`config.mk`:
```
export PLATFORM = sky130hd
export DESIGN_NAME = pmt_pulse_conditioner
export DESIGN_NICKNAME = d
export VERILOG_FILES = /design/src/rtl/pmt_pulse_conditioner.sv
export SDC_FILE = /design/constraint.sdc
export NUM_CORES = 1
export LEC_CHECK = 0
export CORE_UTILIZATION = 56
export CTS_BUF_LIST = sky130_fd_sc_hd__clkbuf_2
export CTS_CLUSTER_DIAMETER = 100
export CTS_CLUSTER_SIZE = 14
export DETAILED_ROUTE_END_ITERATION = 12
export GPL_TIMING_DRIVEN = 0
export PLACE_DENSITY = 0.76
export SLEW_MARGIN = 20
export SYNTH_ARGS = -nofsm -noshare
export SYNTH_HDL_FRONTEND = slang
export SYNTH_SLANG_ARGS = --single-unit
export TNS_END_PERCENT = 10
```
`constraint.sdc`:
```
create_clock -name clock_in -period 3.4 [get_ports clock_in]
set_clock_uncertainty 0.2 [all_clocks]
set_input_delay 0.68 -clock clock_in [delete_from_list [all_inputs] [get_ports clock_in]]
set_output_delay 0.68 -clock clock_in [all_outputs]
set_load 0.01 [all_outputs]
```
`src/rtl/pmt_pulse_conditioner.sv`:
```
// pmt_pulse_conditioner
// Synchronizes the raw PMT discriminator pulse, detects rising edges, applies a
// programmable dead time, tags accepted photons with the light-source phase and
// buffers them in per-phase saturating pending counters. Tokens leave one per
// transfer over a valid/ready stream with round-robin phase selection.
//
// Build option: define PMT_GLITCH_FILTER_EN to require MIN_WIDTH consecutive
// synchronized high cycles before an edge becomes a candidate. Without it,
// MIN_WIDTH has no effect and every synchronized rising edge is a candidate.
module pmt_pulse_conditioner #(
  parameter int DEAD_TIME = 4,
  parameter int MIN_WIDTH = 2,
  parameter int CNT_W     = 16
) (
  input  logic             clock_in,
  input  logic             reset,
  input  logic             PMT_in,
  input  logic             light_source_flag,
  input  logic             clear_flags,
  output logic             pulse_valid,
  output logic             pulse_phase,
  input  logic             pulse_ready,
  output logic             overflow,
  output logic [CNT_W-1:0] dropped_count
);

  localparam int               DEAD_W   = (DEAD_TIME > 0) ? $clog2(DEAD_TIME + 1) : 1;
  localparam logic [DEAD_W-1:0] DEAD_LD  = DEAD_W'(DEAD_TIME);
  localparam logic [DEAD_W-1:0] DEAD_ONE = DEAD_W'(1);
  localparam logic [CNT_W-1:0]  CNT_MAX  = '1;
  localparam logic [CNT_W-1:0]  CNT_ONE  = CNT_W'(1);

  // Synchronizer and edge candidate
  logic sync1_q, sync1_d;
  logic sync2_q, sync2_d;
  logic cand;

  // Dead time and edge disposition
  logic [DEAD_W-1:0] dead_q, dead_d;
  logic              accept;
  logic              reject;

  // Pending counters and output token
  logic [CNT_W-1:0] pend_on_q, pend_on_d;
  logic [CNT_W-1:0] pend_off_q, pend_off_d;
  logic             valid_q, valid_d;
  logic             phase_q, phase_d;
  logic             last_on_q, last_on_d;
  logic             can_load, sel_on, load_on, load_off;
  logic             inc_on, inc_off, ovf_evt;

  // Status flags
  logic             overflow_q, overflow_d;
  logic [CNT_W-1:0] dropped_q, dropped_d;

  // Two-stage synchronizer on the asynchronous PMT input
  always_comb begin
    sync1_d = PMT_in;
    sync2_d = sync1_q;
  end

`ifdef PMT_GLITCH_FILTER_EN
  localparam int               RUN_W   = (MIN_WIDTH > 1) ? $clog2(MIN_WIDTH + 1) : 1;
  localparam logic [RUN_W-1:0] RUN_MAX = RUN_W'(MIN_WIDTH);
  localparam logic [RUN_W-1:0] RUN_HIT = RUN_W'(MIN_WIDTH - 1);
  logic [RUN_W-1:0] run_q, run_d;

  // Count consecutive synchronized-high cycles; candidate when the run reaches MIN_WIDTH
  always_comb begin
    run_d = '0;
    if (sync2_q) begin
      run_d = (run_q == RUN_MAX) ? run_q : run_q + RUN_W'(1);
    end
    cand = sync2_q && (run_q == RUN_HIT);
  end

  // Run-length register for the glitch filter
  always_ff @(posedge clock_in or posedge reset) begin
    if (reset) begin
      run_q <= '0;
    end else begin
      run_q <= run_d;
    end
  end
`else
  logic prev_q, prev_d;
  logic unused_min_width;
  assign unused_min_width = (MIN_WIDTH > 0);

  // Rising edge of the synchronized level against its previous value
  always_comb begin
    prev_d = sync2_q;
    cand   = sync2_q & ~prev_q;
  end

  // Previous synchronized level
  always_ff @(posedge clock_in or posedge reset) begin
    if (reset) begin
      prev_q <= 1'b0;
    end else begin
      prev_q <= prev_d;
    end
  end
`endif

  // Dead-time window: accept only when the counter has run out, reload on accept
  always_comb begin
    accept = 1'b0;
    reject = 1'b0;
    dead_d = dead_q;
    if (dead_q != '0) begin
      dead_d = dead_q - DEAD_ONE;
    end
    if (cand) begin
      if (dead_q == '0) begin
        accept = 1'b1;
        dead_d = DEAD_LD;
      end else begin
        reject = 1'b1;
      end
    end
  end

  // Round-robin token selection, pending counter update and output register load
  always_comb begin
    can_load = ~valid_q | pulse_ready;
    // On wins when it is the only nonzero counter or when off was loaded last
    sel_on   = (pend_on_q != '0) && ((pend_off_q == '0) || !last_on_q);
    load_on  = can_load && sel_on;
    load_off = can_load && !sel_on && (pend_off_q != '0);
    inc_on   = accept & light_source_flag;
    inc_off  = accept & ~light_source_flag;
    ovf_evt  = 1'b0;

    pend_on_d = pend_on_q;
    if (inc_on && !load_on) begin
      if (pend_on_q == CNT_MAX) ovf_evt = 1'b1;
      else                      pend_on_d = pend_on_q + CNT_ONE;
    end else if (load_on && !inc_on) begin
      pend_on_d = pend_on_q - CNT_ONE;
    end

    pend_off_d = pend_off_q;
    if (inc_off && !load_off) begin
      if (pend_off_q == CNT_MAX) ovf_evt = 1'b1;
      else                       pend_off_d = pend_off_q + CNT_ONE;
    end else if (load_off && !inc_off) begin
      pend_off_d = pend_off_q - CNT_ONE;
    end

    valid_d   = valid_q;
    phase_d   = phase_q;
    last_on_d = last_on_q;
    if (can_load) begin
      valid_d = load_on | load_off;
    end
    if (load_on | load_off) begin
      phase_d   = load_on;
      last_on_d = load_on;
    end
  end

  // Sticky overflow and saturating drop count; a same-cycle event beats clear
  always_comb begin
    overflow_d = overflow_q;
    if (ovf_evt)          overflow_d = 1'b1;
    else if (clear_flags) overflow_d = 1'b0;

    dropped_d = dropped_q;
    if (reject) begin
      if (clear_flags)                dropped_d = CNT_ONE;
      else if (dropped_q != CNT_MAX)  dropped_d = dropped_q + CNT_ONE;
    end else if (clear_flags) begin
      dropped_d = '0;
    end
  end

  // State registers
  always_ff @(posedge clock_in or posedge reset) begin
    if (reset) begin
      sync1_q    <= 1'b0;
      sync2_q    <= 1'b0;
      dead_q     <= '0;
      pend_on_q  <= '0;
      pend_off_q <= '0;
      valid_q    <= 1'b0;
      phase_q    <= 1'b0;
      last_on_q  <= 1'b0;
      overflow_q <= 1'b0;
      dropped_q  <= '0;
    end else begin
      sync1_q    <= sync1_d;
      sync2_q    <= sync2_d;
      dead_q     <= dead_d;
      pend_on_q  <= pend_on_d;
      pend_off_q <= pend_off_d;
      valid_q    <= valid_d;
      phase_q    <= phase_d;
      last_on_q  <= last_on_d;
      overflow_q <= overflow_d;
      dropped_q  <= dropped_d;
    end
  end

  assign pulse_valid   = valid_q;
  assign pulse_phase   = phase_q;
  assign overflow      = overflow_q;
  assign dropped_count = dropped_q;

endmodule

```
Yosys cells after proc, flatten, opt, wreduce, memory -nomap -nowiden
Index checks and enable logic that the tools add are counted.
Widths: inputs -> output; s select.
Word-level totals
  register bits: 57
  input port bits: 6
  output and inout port bits: 19
  logic and storage cells: 80
Operators by class
  $add $sub $neg: 6
  eq/ne operators: 5
  mux-type cells: 23
  bitwise operators: 8
  reduce and logical (&&, ||, !) cells: 28
Operator list (count)
  $mux 16: 10
  $add 16x1->16 const B: 3
  $eq 16x16->1 const B: 2
  $reduce_bool 16->1: 2
  $sub 16x1->16 const B: 2
  $logic_not 16->1: 1
  $ne 16x16->1 const B: 1
  $mux 1: 10
  $reduce_bool 2->1: 5
  $mux 3: 3
  $logic_and 1x1->1: 8
  $logic_not 1->1: 6
  $reduce_and 2->1: 3
  $ne 2x2->1 const B: 2
  $and 1x1->1: 3
  $logic_not 3->1: 1
  $not 1->1: 3
  $reduce_bool 3->1: 1
  $sub 3x1->3 const B: 1
  $or 1x1->1: 2
  $logic_or 1x1->1: 1

Depth between registers and ports, before layout
Gate-level depths: netlist of run 1.
  depth after elaboration: 10
  mapped depth: 14
  mapped depth without buffers: 14

Worst setup path before layout of run 1
No wires, ideal clock.
  kind: register to register
  start point: register pend_off_q[11]
  end point: register pend_on_q[15]
  setup time: 0.080 ns
  arrival time: 3.125 ns
  required time: 3.120 ns
  path slack: -0.005 ns
  stages on the path, launching flop included: 14
  path buffers: 1
  period minus slack after synthesis: 3.405 ns
  path through: dfrtp_1 -> nor4_1 -> nand4_1 -> a211o_1 -> and2_1 -> inv_1 -> ha_1 -> clkbuf_1 -> a21oi_1 -> o22ai_1 -> a2111oi_0 -> nor2_1 -> mux2i_1 -> xnor2_1
On the way
  longest elaborated chain between the ends: 8
  elaborated cells between the ends (all ways): 11
  classes of those cells: 1 x eq/ne; 1 x mux; 9 x reduce/logical
RTL lines
  start, declared: line 45  | logic [CNT_W-1:0] pend_off_q, pend_off_d;
  start signal, assigned: line 196  | pend_off_q <= pend_off_d;
  $logic_not 16->1 *: line 128  | sel_on = (pend_on_q != '0) && ((pend_off_q == '0) || !last_on_q);
  $logic_or 1x1->1 *: line 128
  $logic_and 1x1->1 *: line 128
  $logic_and 1x1->1 *: line 129  | load_on = can_load && sel_on;
  $logic_not 1->1: line 136  | if (inc_on && !load_on) begin
  $logic_and 1x1->1: line 136
  $ne 2x2->1 (no line) / $reduce_bool 2->1 (equally long branches)
  $reduce_and 2->1 (no line)
  end signal, assigned: line 195  | pend_on_q <= pend_on_d;
  end, declared: line 44  | logic [CNT_W-1:0] pend_on_q, pend_on_d;
Every way passes the cells marked *; elsewhere a longest branch is shown, timed or not.
A chain may end at the register's enable or synchronous reset.

Worst setup path in the final report of run 1
  start point: register pend_off_q[7]
  end point: register pend_on_q[15]
Same word-level chain as after synthesis.

==> results.txt, run 1 <==
Dividing the final minimum period by the clock period gives 100.3%. The number of detailed-route iterations in the first pass is 7. The post-detailed-route via-to-cell ratio came out at roughly 6. TritonCTS built the clock tree. The total I/O pin count came out at 25. The startpoint identified for the worst register-to-register timing path is pend_off_q[7].

The number of pins with negative max-slew slack in the final report came out at 0. The netlist uses 52 different library cells. For this run, the total global-route usage over all layers was measured as 28.17%. The worst-case reg-to-reg path depth is 12. The final core area utilization came out at 76.23%. Setup repair after global routing could not meet its margin everywhere. The delay of the slowest cell on the worst path is roughly 0.46 ns.

The worst hold path belongs to the class flop to flop. The initial core utilization came out at 58.61%. The largest family of logic cells by synthesized area is simple AND/OR/NAND/NOR gates.

The count of nets left with antenna violations after detail routing is 0. The detail-routed net length per standard cell is 17.58 um. The required time of the worst setup path came out at 3.63 ns.

Counting every net in the synthesized netlist gives 502. The total internal power came out at between 2000 and 3000 uW. The via count of the first global-routing pass was 3,518. The worst setup path is launched from a flop.

The maximum number of pins on one net before global-route repair came out at 58. The global route total overflow is 0. The number of fillers in the final layout came out at 481. The area growth from synthesis to layout came out at 30.06%. Input and output buffers added on the ports amount to 23. The part of the power in registers came out at 24.1%. The flip-flop and latch count after synthesis is 57. sky130_fd_sc_hd__dfrtp_1 takes more of the synthesized area than any other cell. The slowest stage of the critical path belongs to the cell sky130_fd_sc_hd__dfrtp_1. Dividing total power by cell area gives a power density of 944.1 nW/um2. The first global-routing pass estimated 16,300 um of wire. The floorplan die area is 7492 um2. The post-place setup slack is -0.9589 ns. The clock share of power came out at 7.5%. The most used flip-flop cell after synthesis is sky130_fd_sc_hd__dfrtp_1.

The minimum clock period after layout came out at 3.409 ns. Headroom to the max-slew limit came out at 52.72%. After legalization and detailed placement, the total HPWL measured a little under 7000 um. The fraction of synthesized area in multiplexers is 1.781%. The final count of hold timing violations came to 0. The sink count of the clock tree is 57.

The startpoint identified for the worst hold timing path is sync1_q. The slack of the worst reg-to-reg path came out at -0.009 ns. At the end of the flow, the number of nets in the layout was approximately 570.

STA classifies the critical path endpoint as a flop. The proportion of register bits with asynchronous set or reset after synthesis came out at 100.0%. The fraction of the mapped netlist area in simple logic gates came out at 21.06%. The count of routing violations after the opening detailed-route iteration is 238. The switching part of the total power came out at between 40% and 50%. The flow ran to the end, but the final reports show violations.

The peak ir drop on the vdd network came out at around 550 uV. The final total power came out at 4916 uW. The checks that failed: setup timing. The number of stages on the worst hold path came out at 0.

The switching power of the nets came out at 2364 uW. The latest clock arrival within the worst-skew pair came out at ~0.53 ns. The leakage power figure is between 0.002 and 0.0025 uW. The post-synthesis compound-gate area fraction came out at roughly 19%. The die outline width came out at 86.56 um. The number of clock buffers added by TritonCTS is 9. The number of warning messages in the yosys log came out at 0.

For this design, the CTS-stage hold fixing added 0 buffers. The final worst-path setup slack is -0.008569 ns. The number of placement rows is 30. The number of enable-type register cells in the synthesized netlist is 0. Summing the areas of all fa, ha and maj instances in the mapped netlist gives a little under an eighth of the synthesized area. Ranked by total cell area, the synthesized netlist is headed by sky130_fd_sc_hd__dfrtp_1 36%, sky130_fd_sc_hd__ha_1 10%, sky130_fd_sc_hd__nand2_1 5.1%. The vias after detailed routing came out at 3,888. The critical path goes through nor4_2 -> nand4_1 -> a211o_1 -> and2_4 -> inv_6 -> ha_1 -> a21oi_4 -> nand2_1 -> a2111oi_4 -> nor2_2 -> mux2i_1 -> xnor2_1.

The final number of setup-violating endpoints is 1. The combinational power share is around two thirds. The vertical die dimension is 86.56 um. The synthesized area per cell is 8.685 um2. The endpoint identified for the worst register-to-register timing path is pend_on_q[15]. The clock transition at the register clock pins on the worst setup and hold paths after CTS is 0.19 ns.

Of the cells placed in the final design, the portion with a size suffix greater than 1 is 26.36%. The core region is 6832 um2. The data arrival time at the worst-slack endpoint is 3.64 ns. Along the worst path, the maximum fanout reaches 7. The xor and xnor area share after synthesis came out at 7.438%. The number of cells produced by synthesis is 461.

For this run, the register share of the synthesized area comes to 35.62%. 0 antenna diodes ended up in the layout. The placer's final routability congestion estimate is 0.8678.

The transition time at the pin with the least slew margin came out at a little over 0.7 ns. The total wirelength of the detailed-routed design is 11,090 um. The H-tree level count came out at 3. The end point of the worst hold path is prev_d. The number of maximum-capacitance constraint violations came out at 0.

The residual DRC count came out at 0. The upper clock frequency limit came out at 293.4 MHz. The class of the most critical setup path is flop to flop. The root buffer cell chosen for the clock tree is sky130_fd_sc_hd__clkbuf_2. The top-area cell type share of the netlist area came out at 35.62%. The post-synthesis instance area is between 4000 and 5000 um2. The number of antenna violations at the first check in global routing is 0. The maximum clock path buffer count came out at 2.
==> sequential cells by signal, summed over array words and instances (netlist names) <==
| signal | cells |
|---|---|
| overflow | 1 |
| prev_q | 1 |
| prev_d | 1 |
| pend_on_q | 16 |
| pend_off_q | 16 |
| pulse_valid | 1 |
| last_on_q | 1 |
| sync1_q | 1 |
| dead_q | 3 |
| dropped_count | 16 |
==> Yosys cell counts (2+ instances only) <==
cell type / number
sky130_fd_sc_hd__o21ai_1: 6
sky130_fd_sc_hd__a211oi_1: 6
sky130_fd_sc_hd__xnor2_1: 19
sky130_fd_sc_hd__nor4_1: 11
sky130_fd_sc_hd__nand2b_1: 6
sky130_fd_sc_hd__nor3_1: 8
sky130_fd_sc_hd__ha_1: 33
sky130_fd_sc_hd__o211ai_1: 3
sky130_fd_sc_hd__and4_1: 4
sky130_fd_sc_hd__a31oi_1: 5
sky130_fd_sc_hd__o21bai_1: 3
sky130_fd_sc_hd__or3_1: 3
sky130_fd_sc_hd__inv_1: 17
sky130_fd_sc_hd__a21oi_1: 30
sky130_fd_sc_hd__nand2_1: 54
sky130_fd_sc_hd__buf_6: 2
sky130_fd_sc_hd__o21a_1: 8
sky130_fd_sc_hd__nand3b_1: 2
sky130_fd_sc_hd__a31o_2: 2
sky130_fd_sc_hd__a21o_1: 5
sky130_fd_sc_hd__o22ai_1: 2
sky130_fd_sc_hd__buf_2: 3
sky130_fd_sc_hd__nand3_1: 13
sky130_fd_sc_hd__o21ai_0: 34
sky130_fd_sc_hd__and2_1: 6
sky130_fd_sc_hd__fa_1: 2
sky130_fd_sc_hd__nor2_1: 35
sky130_fd_sc_hd__nand4_1: 17
sky130_fd_sc_hd__and3_1: 6
sky130_fd_sc_hd__clkbuf_1: 7
sky130_fd_sc_hd__dfrtp_1: 57
sky130_fd_sc_hd__mux2i_1: 6
sky130_fd_sc_hd__o31ai_1: 9
sky130_fd_sc_hd__nor2b_1: 5
sky130_fd_sc_hd__xor2_1: 15
==> worst max-delay path by stage <==
stage	from	to
final	pend_off_q[7]	pend_on_q[15]
after global routing	pend_off_q[1]	pend_off_q[13]
after CTS	pend_on_q[5]	pend_on_q[9]
after detailed placement	light_source_flag	pend_off_q[15]
after global placement	light_source_flag	pend_off_q[13]
after floorplan	dead_q[0]	pend_off_q[13]
==> critical path: cells and delay by family, from the launching register on <==
family,cells,cell delay (ns)
XOR/XNOR,1,0.14
adder cells (fa/ha/maj),1,0.36
flip-flops,1,0.46
AND/OR/NAND/NOR,5,0.93
buffers and inverters,1,0.10
AO/OA/AOI/OAI,3,0.93
multiplexers,1,0.18
==> final cells by class <==
| cell class | count | area (um2) | share of cell area (%) |
|---|---|---|---|
| Inverter | 17 | 71.32 | 1.370 |
| Buffer | 11 | 66.31 | 1.273 |
| Sequential cell | 57 | 1434 | 27.53 |
| Timing Repair Buffer | 59 | 504.2 | 9.683 |
| Clock inverter | 4 | 20.02 | 0.3844 |
| Clock buffer | 12 | 60.06 | 1.153 |
| Multi-Input combinational cell | 374 | 2924 | 56.15 |
| Tap cell | 96 | 120.1 | 2.307 |
| Timing Repair inverter | 1 | 7.507 | 0.1442 |
==> per-layer routing <==
metal	wire, um	vias to the layer above	track usage (%)
met1	4639	1908	36.00
met5	0	-	0
met2	5707	132	48.77
li1	-	1824	-
met4	238	0	6.667
met3	504	24	6.190
==> power by group through the flow <==
stage          combinational (uW)  sequential (uW)  clock (uW)
6_report                     3360             1190         370
3_3_place_gp                 2180             1140           0
4_1_cts                      2570             1150         360
3_5_place_dp                 2270             1150           0
2_1_floorplan                1830             1080           0
5_1_grt                      3630             1210         399
==> through the flow <==
step | area, um2 | setup TNS (ns) | hold WS [ns] | std cells
6_report | 5207 | -0.008569 | 0.1765 | 631
3_5_place_dp | 4357 | -12.91 | 0.1448 | 580
2_1_floorplan | 4004 | 0 | 0.1312 | 461
4_1_cts | 4706 | -0.2408 | 0.1741 | 609
5_1_grt | 5207 | -0.9174 | 0.1896 | 631
3_3_place_gp | 4354 | -10.71 | 0.1380 | 580
==> what timing repair did <==
| action | in CTS | in global routing |
|---|---|---|
| cloned | 2 | 0 |
| gates resized for setup | 40 | 72 |
| setup endpoints to repair | 24 | 19 |
| buffers inserted | 12 | 24 |
| pin swaps | 12 | 36 |
==> placed cells by master, fill, tap and decap left out, types with 5 or more instances in the layout <==
cell type,Yosys,routed
sky130_fd_sc_hd__nor3_1,8,6
sky130_fd_sc_hd__nand4_1,17,17
sky130_fd_sc_hd__nand2_1,54,51
sky130_fd_sc_hd__nor4_2,0,6
sky130_fd_sc_hd__a21oi_1,30,19
sky130_fd_sc_hd__and3_1,6,6
sky130_fd_sc_hd__o21a_1,8,8
sky130_fd_sc_hd__mux2i_1,6,6
sky130_fd_sc_hd__nand2b_1,6,5
sky130_fd_sc_hd__nor4_1,11,5
sky130_fd_sc_hd__o21ai_0,34,26
sky130_fd_sc_hd__xor2_1,15,15
sky130_fd_sc_hd__inv_1,17,13
sky130_fd_sc_hd__dfrtp_1,57,51
sky130_fd_sc_hd__o31ai_1,9,7
sky130_fd_sc_hd__a21oi_2,0,9
sky130_fd_sc_hd__a21o_1,5,5
sky130_fd_sc_hd__nand3_1,13,13
sky130_fd_sc_hd__clkbuf_2,0,14
sky130_fd_sc_hd__ha_4,0,9
sky130_fd_sc_hd__o21ai_1,6,10
sky130_fd_sc_hd__clkdlybuf4s50_1,0,23
sky130_fd_sc_hd__buf_4,1,36
sky130_fd_sc_hd__xnor2_1,19,18
sky130_fd_sc_hd__dfrtp_2,0,6
sky130_fd_sc_hd__ha_2,0,5
sky130_fd_sc_hd__ha_1,33,19
sky130_fd_sc_hd__nor2_1,35,32
==> logic make-up (layout without fill, tap and decap cells) <==
| logic type | Yosys count | in the layout |
|---|---|---|
| compound gates | 125 | 125 |
| xor+xnor | 34 | 34 |
| fa+ha+maj | 35 | 35 |
| buf+inv | 31 | 104 |
| flops | 57 | 57 |
| mux | 7 | 7 |
| simple gates | 172 | 173 |
Note: power is estimated with default switching activity, not from simulation.
==> run 2: changes to the inputs <==
--- a/config.mk
+++ b/config.mk
@@ -5,6 +5,7 @@
 export SDC_FILE = /design/constraint.sdc
 export NUM_CORES = 1
 export LEC_CHECK = 0
+export ABC_AREA = 1
 export CORE_UTILIZATION = 56
 export CTS_BUF_LIST = sky130_fd_sc_hd__clkbuf_2
 export CTS_CLUSTER_DIAMETER = 100
==> run 2 against run 1 <==
Sequential power is essentially flat. Highest routed layer unchanged. The flow now finishes without violations. Synthesized cell count up 30%. Critical path type unchanged. Core utilization shrank 9.6 points. Combinational power fell by 13%.
==> results.txt, run 2 <==
Measured along the x axis, the die boundary spans 90.37 um. The clock net in this run drives a total of 57 sinks. By area the synthesized netlist is led by sky130_fd_sc_hd__dfrtp_1 33%, sky130_fd_sc_hd__nand2_1 14%, sky130_fd_sc_hd__ha_1 9.4%. Yosys printed 0 warnings. The post-detailed-route via-to-cell ratio came out at 5.381. The largest fanout of any net on the critical path is 18. The count of cell types in the netlist is 38. Global routing consumed, on the met2 layer, 43.51% of the routing resources. The flow ran to the end, and the final reports show no timing, DRC or antenna violations. The delay of the slowest cell on the worst path is between 0.4 and 0.5 ns. The area growth from synthesis to layout came out at 12.90%. Net switching is 50.53% of the power. The quantity of I/O buffers inserted on ports came out at 23.

The number of maximum-capacitance constraint violations is 0. The post-synthesis compound-gate area fraction is around an eighth. The xor and xnor area share after synthesis came out at under 10%. In the routed design, unresolved DRC markers number 0. The number of antenna violations at the first check in global routing is 0. The storage element area came out at 1426 um2. The summed negative setup slack over all endpoints came out at 0 ns. The via count of the first global-routing pass came out at 3,991. Of the cells placed in the final design, the portion with a size suffix greater than 1 is 10.33%. The final worst-path setup slack came out at ~0.3 ns.

The adder and majority gate portion of the synthesized area came out at 10.36%. The number of enable-type register cells in the synthesized netlist is 0. The top-area cell type share of the netlist area is 32.62%. After synthesis, the largest family of logic cells by area is simple AND/OR/NAND/NOR gates. The number of standard cells in the layout, taps in and fillers out came out at 738. The vertical die dimension is 90.37 um. For this run, the top clock speed supported by timing is between 300 and 400 MHz. The smallest hold slack is 0.1839 ns. Walking the worst path, the cells encountered are nor2_1 -> nand2_1 -> nor2_1 -> nand2_1 -> nand2_2 -> nand2_2 -> nand2_8 -> inv_1 -> fa_1 -> o21ai_1 -> nand4_1 -> nand3_1 -> xor2_1 -> o21ai_0. The core region is 7408 um2. met2 is the most crowded layer.

The worst setup path is captured at a flop. The final count of hold timing violations came to 0. The initial core utilization came out at 59.03%.

The first detailed-routing pass took 5 iterations. The peak ir drop on the vdd network came out at 476.9 uV. The clock tree from TritonCTS is yes. Clock latency on the worst-skew pair, taken at its later pin, is 0.48 ns.

The net count of the mapped netlist is 640. In the final design database the tool counted 675 nets. The count of nets left with antenna violations after detail routing came out at 0.

The library cell used most frequently in the layout, excluding fill and tap cells, is sky130_fd_sc_hd__nand2_1. The part of the power in registers came out at 25.7%. In the synthesized netlist, the number of instances is 599. The critical-path cell with the highest stage delay is sky130_fd_sc_hd__dfrtp_1. The H-tree level count came out at 3.

The placer's final routability congestion estimate is 0.8842. The floorplan die area is 8166 um2. For the pin with the worst max-slew slack, the measured transition is 0.4717 ns.

Averaged over all synthesized cells, the footprint is 7.300 um2. The global route total overflow came out at 0. The diode insertion count for antenna repair is 0. Counting the buffers created by CTS gives 9.

The data arrival time at the worst-slack endpoint is ~3.2 ns. The critical path in this run is classified as flop to flop. The maximum number of pins on one net before global-route repair is 47. The fraction of the mapped netlist area in simple logic gates came out at 30.67%. The total internal power is between 2000 and 2500 uW. The top cell types in the final layout, fill and taps aside, are 157 x sky130_fd_sc_hd__nand2_1, 70 x sky130_fd_sc_hd__inv_1, 57 x sky130_fd_sc_hd__dfrtp_1.

Data on the critical path is required at its endpoint by between 3 and 4 ns. The routed layout has 3,971 vias. The global-route wire length before repair is 17,730 um. The met1 track utilization from global routing came out at 36.43%. The smallest clock period supported by the final layout is computed as between 3 and 4 ns.

The startpoint class of the critical path is a flop. The commonest cells after synthesis are 159 x sky130_fd_sc_hd__nand2_1, 72 x sky130_fd_sc_hd__inv_1, 57 x sky130_fd_sc_hd__dfrtp_1, 50 x sky130_fd_sc_hd__nor2_1, 40 x sky130_fd_sc_hd__nand3_1. The proportion of register bits with asynchronous set or reset after synthesis is 100.0%. Of the synthesized area, sequential elements account for approximately a third. The global-route total usage across every layer came out at 26.70%. Clock-pin slew was measured on the worst setup and hold paths at roughly 0.19 ns. The most repeated cell in the gate-level netlist after synthesis is sky130_fd_sc_hd__nand2_1.

The total I/O pin count came out at 25. The total power divided by cell area came out at slightly above 900 nW/um2. The placed cell count is 722.

The number of placement rows is 31. The detail-routed net length per standard cell is 13.35 um. The most used flip-flop cell after synthesis is sky130_fd_sc_hd__dfrtp_1.

The final worst-path cycle share is 91.10%. The leakage power figure came out at 0.002356 uW. The area taken by multi-input logic gates is approximately 2700 um2. The combinational power share came out at 64.7%. The analysis attributes to net switching a power of 2273 uW. The post-DP HPWL is 7530 um.

The flip-flop and latch count after synthesis is 57. The post-synthesis instance area came out at 4373 um2. Global routing consumed, on the met3 layer, 5.219% of the routing resources.

The number of pins with negative max-slew slack in the final report is 0. For this block, the initial DRC count from the detailed router was around 200. The maximum clock path buffer count is 2.

The number of fillers in the final layout is 662. In the synthesized netlist, mux cells make up 0% of the area. In this run, the clock network consumes 9.6% of the power.

After detailed routing, the total wire length is 9850 um. The post-place setup slack is -0.5411 ns. The tree is rooted in a sky130_fd_sc_hd__clkbuf_2. In this run the tightest slew margin relative to its limit is 68.55%. The path class of the tightest hold or removal check is flop to flop. The final number of setup-violating endpoints is 0. The cell taking the most area after synthesis is sky130_fd_sc_hd__dfrtp_1.
## run 2: logic make-up (layout without fill, tap and decap cells)
| family | count (synthesis) | after routing |
|---|---|---|
| compound gates | 92 | 92 |
| simple gates | 303 | 303 |
| flops | 57 | 57 |
| buf+inv | 82 | 122 |
| xor+xnor | 30 | 30 |
| fa+ha+maj | 35 | 35 |
## run 2: metrics by stage
| step | utilization, % | power [uW] | cell area, um2 |
|---|---|---|---|
| finish | 66.64 | 4498 | 4937 |
| detailed placement | 64.21 | 3965 | 4757 |
| floorplan | - | 3354 | 4373 |
| global route | 66.64 | 5018 | 4937 |
| CTS | 65.75 | 4416 | 4871 |
| global placement | 63.81 | 3870 | 4727 |
## run 2: timing repair
item,4_1_cts,5_1_grt
hold buffers,0,0
pin swaps,0,0
endpoints found under the setup margin,16,18
resized for setup,3,13
setup buffers,0,0
## run 2: critical path, delay by kind of cell, from the launching register on
family | cells | cell delay [ns]
simple gates | 9 | 1.11
flops | 1 | 0.47
fa+ha+maj | 1 | 0.44
compound gates | 2 | 0.42
xor+xnor | 1 | 0.25
buf+inv | 1 | 0.08
## run 2: power by group through the flow
stage          clock network, uW  logic (uW)  registers (uW)
3_5_place_dp                   0        2810            1150
3_3_place_gp                   0        2720            1150
5_1_grt                      480        3350            1180
6_report                     434        2910            1160
4_1_cts                      450        2830            1140
2_1_floorplan                  0        2260            1090
## run 2: per-layer routing
metal  up-vias  share of wire [%]
li1       2040                  -
met1      1838                 50
met2        81                 45
met3        12                4.1
met4         0               0.93
met5         -                  0
## run 2: final timing paths
path / to / depth (start not counted) / from / slack, ns
max in group asynchronous: dropped_count[2] / 3 / reset / 2.22
min in group asynchronous: prev_q / 2 / reset / 0.25
min reg2reg: prev_d / 0 / sync1_q / 0.18
min: prev_d / 0 / sync1_q / 0.18
max reg2reg: pend_off_q[12] / 14 / pend_on_q[14] / 0.30
max: pend_off_q[12] / 14 / pend_on_q[14] / 0.30
## run 2: layout make-up
class | instances | share of cell area (%)
timing repair buffer | 24 | 5.220
clock inverter | 6 | 1.191
tap | 99 | 2.509
buffer | 7 | 1.318
multi-input combinational | 460 | 54.11
sequential | 57 | 28.89
inverter | 75 | 5.753
clock buffer | 10 | 1.014
==> run 3: changes to the inputs <==
--- a/config.mk
+++ b/config.mk
@@ -6,13 +6,13 @@
 export NUM_CORES = 1
 export LEC_CHECK = 0
 export ABC_AREA = 1
-export CORE_UTILIZATION = 56
+export CORE_UTILIZATION = 63
 export CTS_BUF_LIST = sky130_fd_sc_hd__clkbuf_2
 export CTS_CLUSTER_DIAMETER = 100
 export CTS_CLUSTER_SIZE = 14
 export DETAILED_ROUTE_END_ITERATION = 12
 export GPL_TIMING_DRIVEN = 0
-export PLACE_DENSITY = 0.76
+export PLACE_DENSITY = 0.81
 export SLEW_MARGIN = 20
 export SYNTH_ARGS = -nofsm -noshare
 export SYNTH_HDL_FRONTEND = slang
==> constraint.sdc (replaced) <==
create_clock -name clock_in -period 3.35 [get_ports clock_in]
set_clock_uncertainty 0.2 [all_clocks]
set_input_delay 0.67 -clock clock_in [delete_from_list [all_inputs] [get_ports clock_in]]
set_output_delay 0.67 -clock clock_in [all_outputs]
set_load 0.01 [all_outputs]
==> run 3 against run 2 <==
Non-clock buffer count up 4. Wire length up 3.2%. Via count up 2.9%. Count of clock-buffer cells in the layout unchanged. Power up 0.21%. Final area down 1.2%. Cell count down 2.3%. Critical path type unchanged.
==> results.txt, run 3 (synthesis gave the netlist of run 2 again) <==
The worst pin sits at a relative slew slack of 52.27%. The post-detailed-route via-to-cell ratio is 5.666. The top cell types in the final layout, fill and taps aside, are 156 x sky130_fd_sc_hd__nand2_1, 70 x sky130_fd_sc_hd__inv_1, 57 x sky130_fd_sc_hd__dfrtp_1.

The switching part of the total power came out at between 50% and 60%. The total power divided by cell area came out at 924.3 nW/um2. The startpoint of the most critical hold path is sync1_q.

The number of placement rows came out at 29. For the pin with the worst max-slew slack, the measured transition is 0.7159 ns. The worst hold path terminates at prev_d. The count of nets left with antenna violations after detail routing came out at 0. The worst-case reg-to-reg path depth is 21. The detail-routed net length per standard cell came out at 14.09 um. In this run, the clock network consumes 8.2% of the power. The post-DP HPWL is 7513 um. The final count of hold timing violations is 0. The count of nets after finishing is slightly below 700. Across the run, the number of max-cap violations was 0. After detailed routing, the number of remaining DRC violations is 0. The worst setup path is captured at a flop. The total wirelength of the detailed-routed design came out at 10,160 um. The detailed router placed approximately 4,100 vias in this run. The area of the core is between 6000 and 7000 um2. The number of buffers created by CTS came out at 9.

The part of the power in registers came out at a little over a quarter. The via count of the first global-routing pass came out at approximately 3,700. The upper clock frequency limit is 317.6 MHz. The leakage power figure came out at 0.002360 uW. The combinational power share is 65.9%. The total I/O pin count came out at 25. The layout has 504 filler cells. The clock passes through at most 2 buffers. The data arrival time at the worst-slack endpoint came out at 3.37 ns. The total internal power is about 2200 uW. The summed negative setup slack over all endpoints is 0 ns. The endpoint of the most critical register-to-register path is pend_off_q[15].

The diode insertion count for antenna repair came out at 0. STA classifies the critical path startpoint as a flop. The most common cell after layout, fill and taps aside is sky130_fd_sc_hd__nand2_1.

The H-tree level count came out at 3. For the worst-skew pair, the clock arrives at the later sink with an insertion delay of 0.50 ns. The critical path is of the flop to flop type.

Across the whole layout, storage elements account for 1426 um2. The number of stages on the worst hold path is 0. Before antenna repair, the detailed router went through 6 iterations. The final total power came out at 4507 uW. The sink count of the clock tree is 57. The largest fanout of any net on the critical path is 9. The required time of the worst setup path came out at ~3.6 ns. The number of pins with negative max-slew slack in the final report is 0.

The die covers 7279 um2. The vertical die dimension came out at 85.32 um. The final number of setup-violating endpoints came out at 0.

The worst hold path belongs to the class flop to flop. The area growth from synthesis to layout is 11.50%. The slack of the worst reg-to-reg path came out at 0.20 ns. The startpoint identified for the worst register-to-register timing path is pend_off_q[0]. The count of routing violations after the opening detailed-route iteration is 274. The clock tree from TritonCTS is yes. For the finished layout, the period the worst path requires is 3.149 ns. After global routing the overflow that remains totals 0. In the final layout, the share of cells above drive strength 1 is 10.71%. The peak ir drop on the vdd network is 613.3 uV. The maximum number of pins on one net before global-route repair is 58. Summing all multi-input logic gate instances after layout gives around 2700 um2. The quantity of I/O buffers inserted on ports came out at 23.

Routability-driven placement finished with a final weighted congestion of 0.9279. In this run the power spent charging and discharging nets is 2343 uW. The run finished with clean final reports.

The die outline width is 85.32 um. The initial core utilization came out at 66.95%. The final core area utilization is 74.66%. The global-route wire length before repair is 16,780 um. Global routing used 29.02% of the available tracks. The clock transition at the register clock pins on the worst setup and hold paths after CTS is 0.18 ns. The final worst-path cycle share came out at 94.00%. The number of antenna violations at the first check in global routing came out at 0.

The CTS root buffer is sky130_fd_sc_hd__clkbuf_2.
run 3: changes by cell type in the layout (fill, tap and decap cells not counted), moves of 2 or more:
cell	before	now
sky130_fd_sc_hd__buf_4	0	5
sky130_fd_sc_hd__ha_4	2	0
sky130_fd_sc_hd__ha_1	30	33
sky130_fd_sc_hd__nand2_2	10	12
sky130_fd_sc_hd__a21oi_1	28	30
sky130_fd_sc_hd__a21oi_2	3	1
run 3: through the flow:
stage	cell area, um2	hold WS (ns)	std cells	setup WS (ns)
3_5_place_dp	4702	0.1442	699	-0.5494
5_1_grt	4876	0.1938	721	-0.01655
4_1_cts	4797	0.1798	715	0.007535
3_3_place_gp	4700	0.1455	699	-0.4869
6_report	4876	0.1761	721	0.2010
2_1_floorplan	4373	0.1312	599	0.3360
run 3: worst max-delay path, stage by stage (launching register included):
cell	delay (ns)
sky130_fd_sc_hd__dfrtp_1	0.43
sky130_fd_sc_hd__buf_6	0.14
sky130_fd_sc_hd__nor2_2	0.07
sky130_fd_sc_hd__nand2_1	0.05
sky130_fd_sc_hd__nor2_1	0.16
sky130_fd_sc_hd__nand2_1	0.10
sky130_fd_sc_hd__nand2_2	0.11
sky130_fd_sc_hd__nand2_2	0.07
sky130_fd_sc_hd__nand2_2	0.14
sky130_fd_sc_hd__nand2_4	0.13
sky130_fd_sc_hd__buf_4	0.17
sky130_fd_sc_hd__ha_1	0.33
sky130_fd_sc_hd__nand2_1	0.14
sky130_fd_sc_hd__inv_1	0.06
sky130_fd_sc_hd__a21oi_1	0.18
sky130_fd_sc_hd__nand2_1	0.09
sky130_fd_sc_hd__a21oi_2	0.17
sky130_fd_sc_hd__inv_1	0.06
sky130_fd_sc_hd__nand2_1	0.08
sky130_fd_sc_hd__nand3_1	0.08
sky130_fd_sc_hd__nand2_1	0.07
sky130_fd_sc_hd__nand2_1	0.04
run 3: how the worst max path moves through the flow:
stage	start	to	slack, ns	cells after the start
6_report	pend_off_q[0]	pend_off_q[15]	0.20	21
5_1_grt	pend_off_q[0]	pend_off_q[15]	-0.02	21
4_1_cts	dead_q[0]	pend_on_q[9]	0.008	15
3_5_place_dp	pulse_ready	pend_off_q[8]	-0.55	13
3_3_place_gp	pulse_ready	pend_off_q[8]	-0.49	13
2_1_floorplan	dead_q[0]	pend_off_q[14]	0.34	17
run 3: power by group through the flow:
| stage | registers [uW] | logic [uW] | clock network (uW) |
|---|---|---|---|
| 2_1_floorplan | 1110 | 2290 | 0 |
| 3_3_place_gp | 1170 | 2760 | 0 |
| 3_5_place_dp | 1180 | 2860 | 0 |
| 4_1_cts | 1160 | 2880 | 379 |
| 5_1_grt | 1200 | 3370 | 402 |
| 6_report | 1170 | 2970 | 368 |
run 3: per-layer routing:
metal  track usage, %  routed length, um  vias up
met5                0                  0        -
met3            5.642                505       13
met1            39.98               4816     1909
met2            47.07               4720      110
met4            7.879                119        0
li1                 -                  -     2053
run 3: cell type report:
cell class                 count  area share, %
tap                           77          1.976
inverter                      75          5.825
multi-input combinational    461          54.38
clock inverter                 6         0.7185
timing repair buffer          28          5.491
sequential                    57          29.25
clock buffer                  10          1.026
buffer                         7          1.334
run 3: timing repair:
action | CTS | global route
gates resized for setup | 4 | 10
setup buffers | 0 | 5
hold buffers | 0 | 0
endpoints found under the setup margin | 18 | 16
gates cloned | 0 | 1
pin swaps | 0 | 3
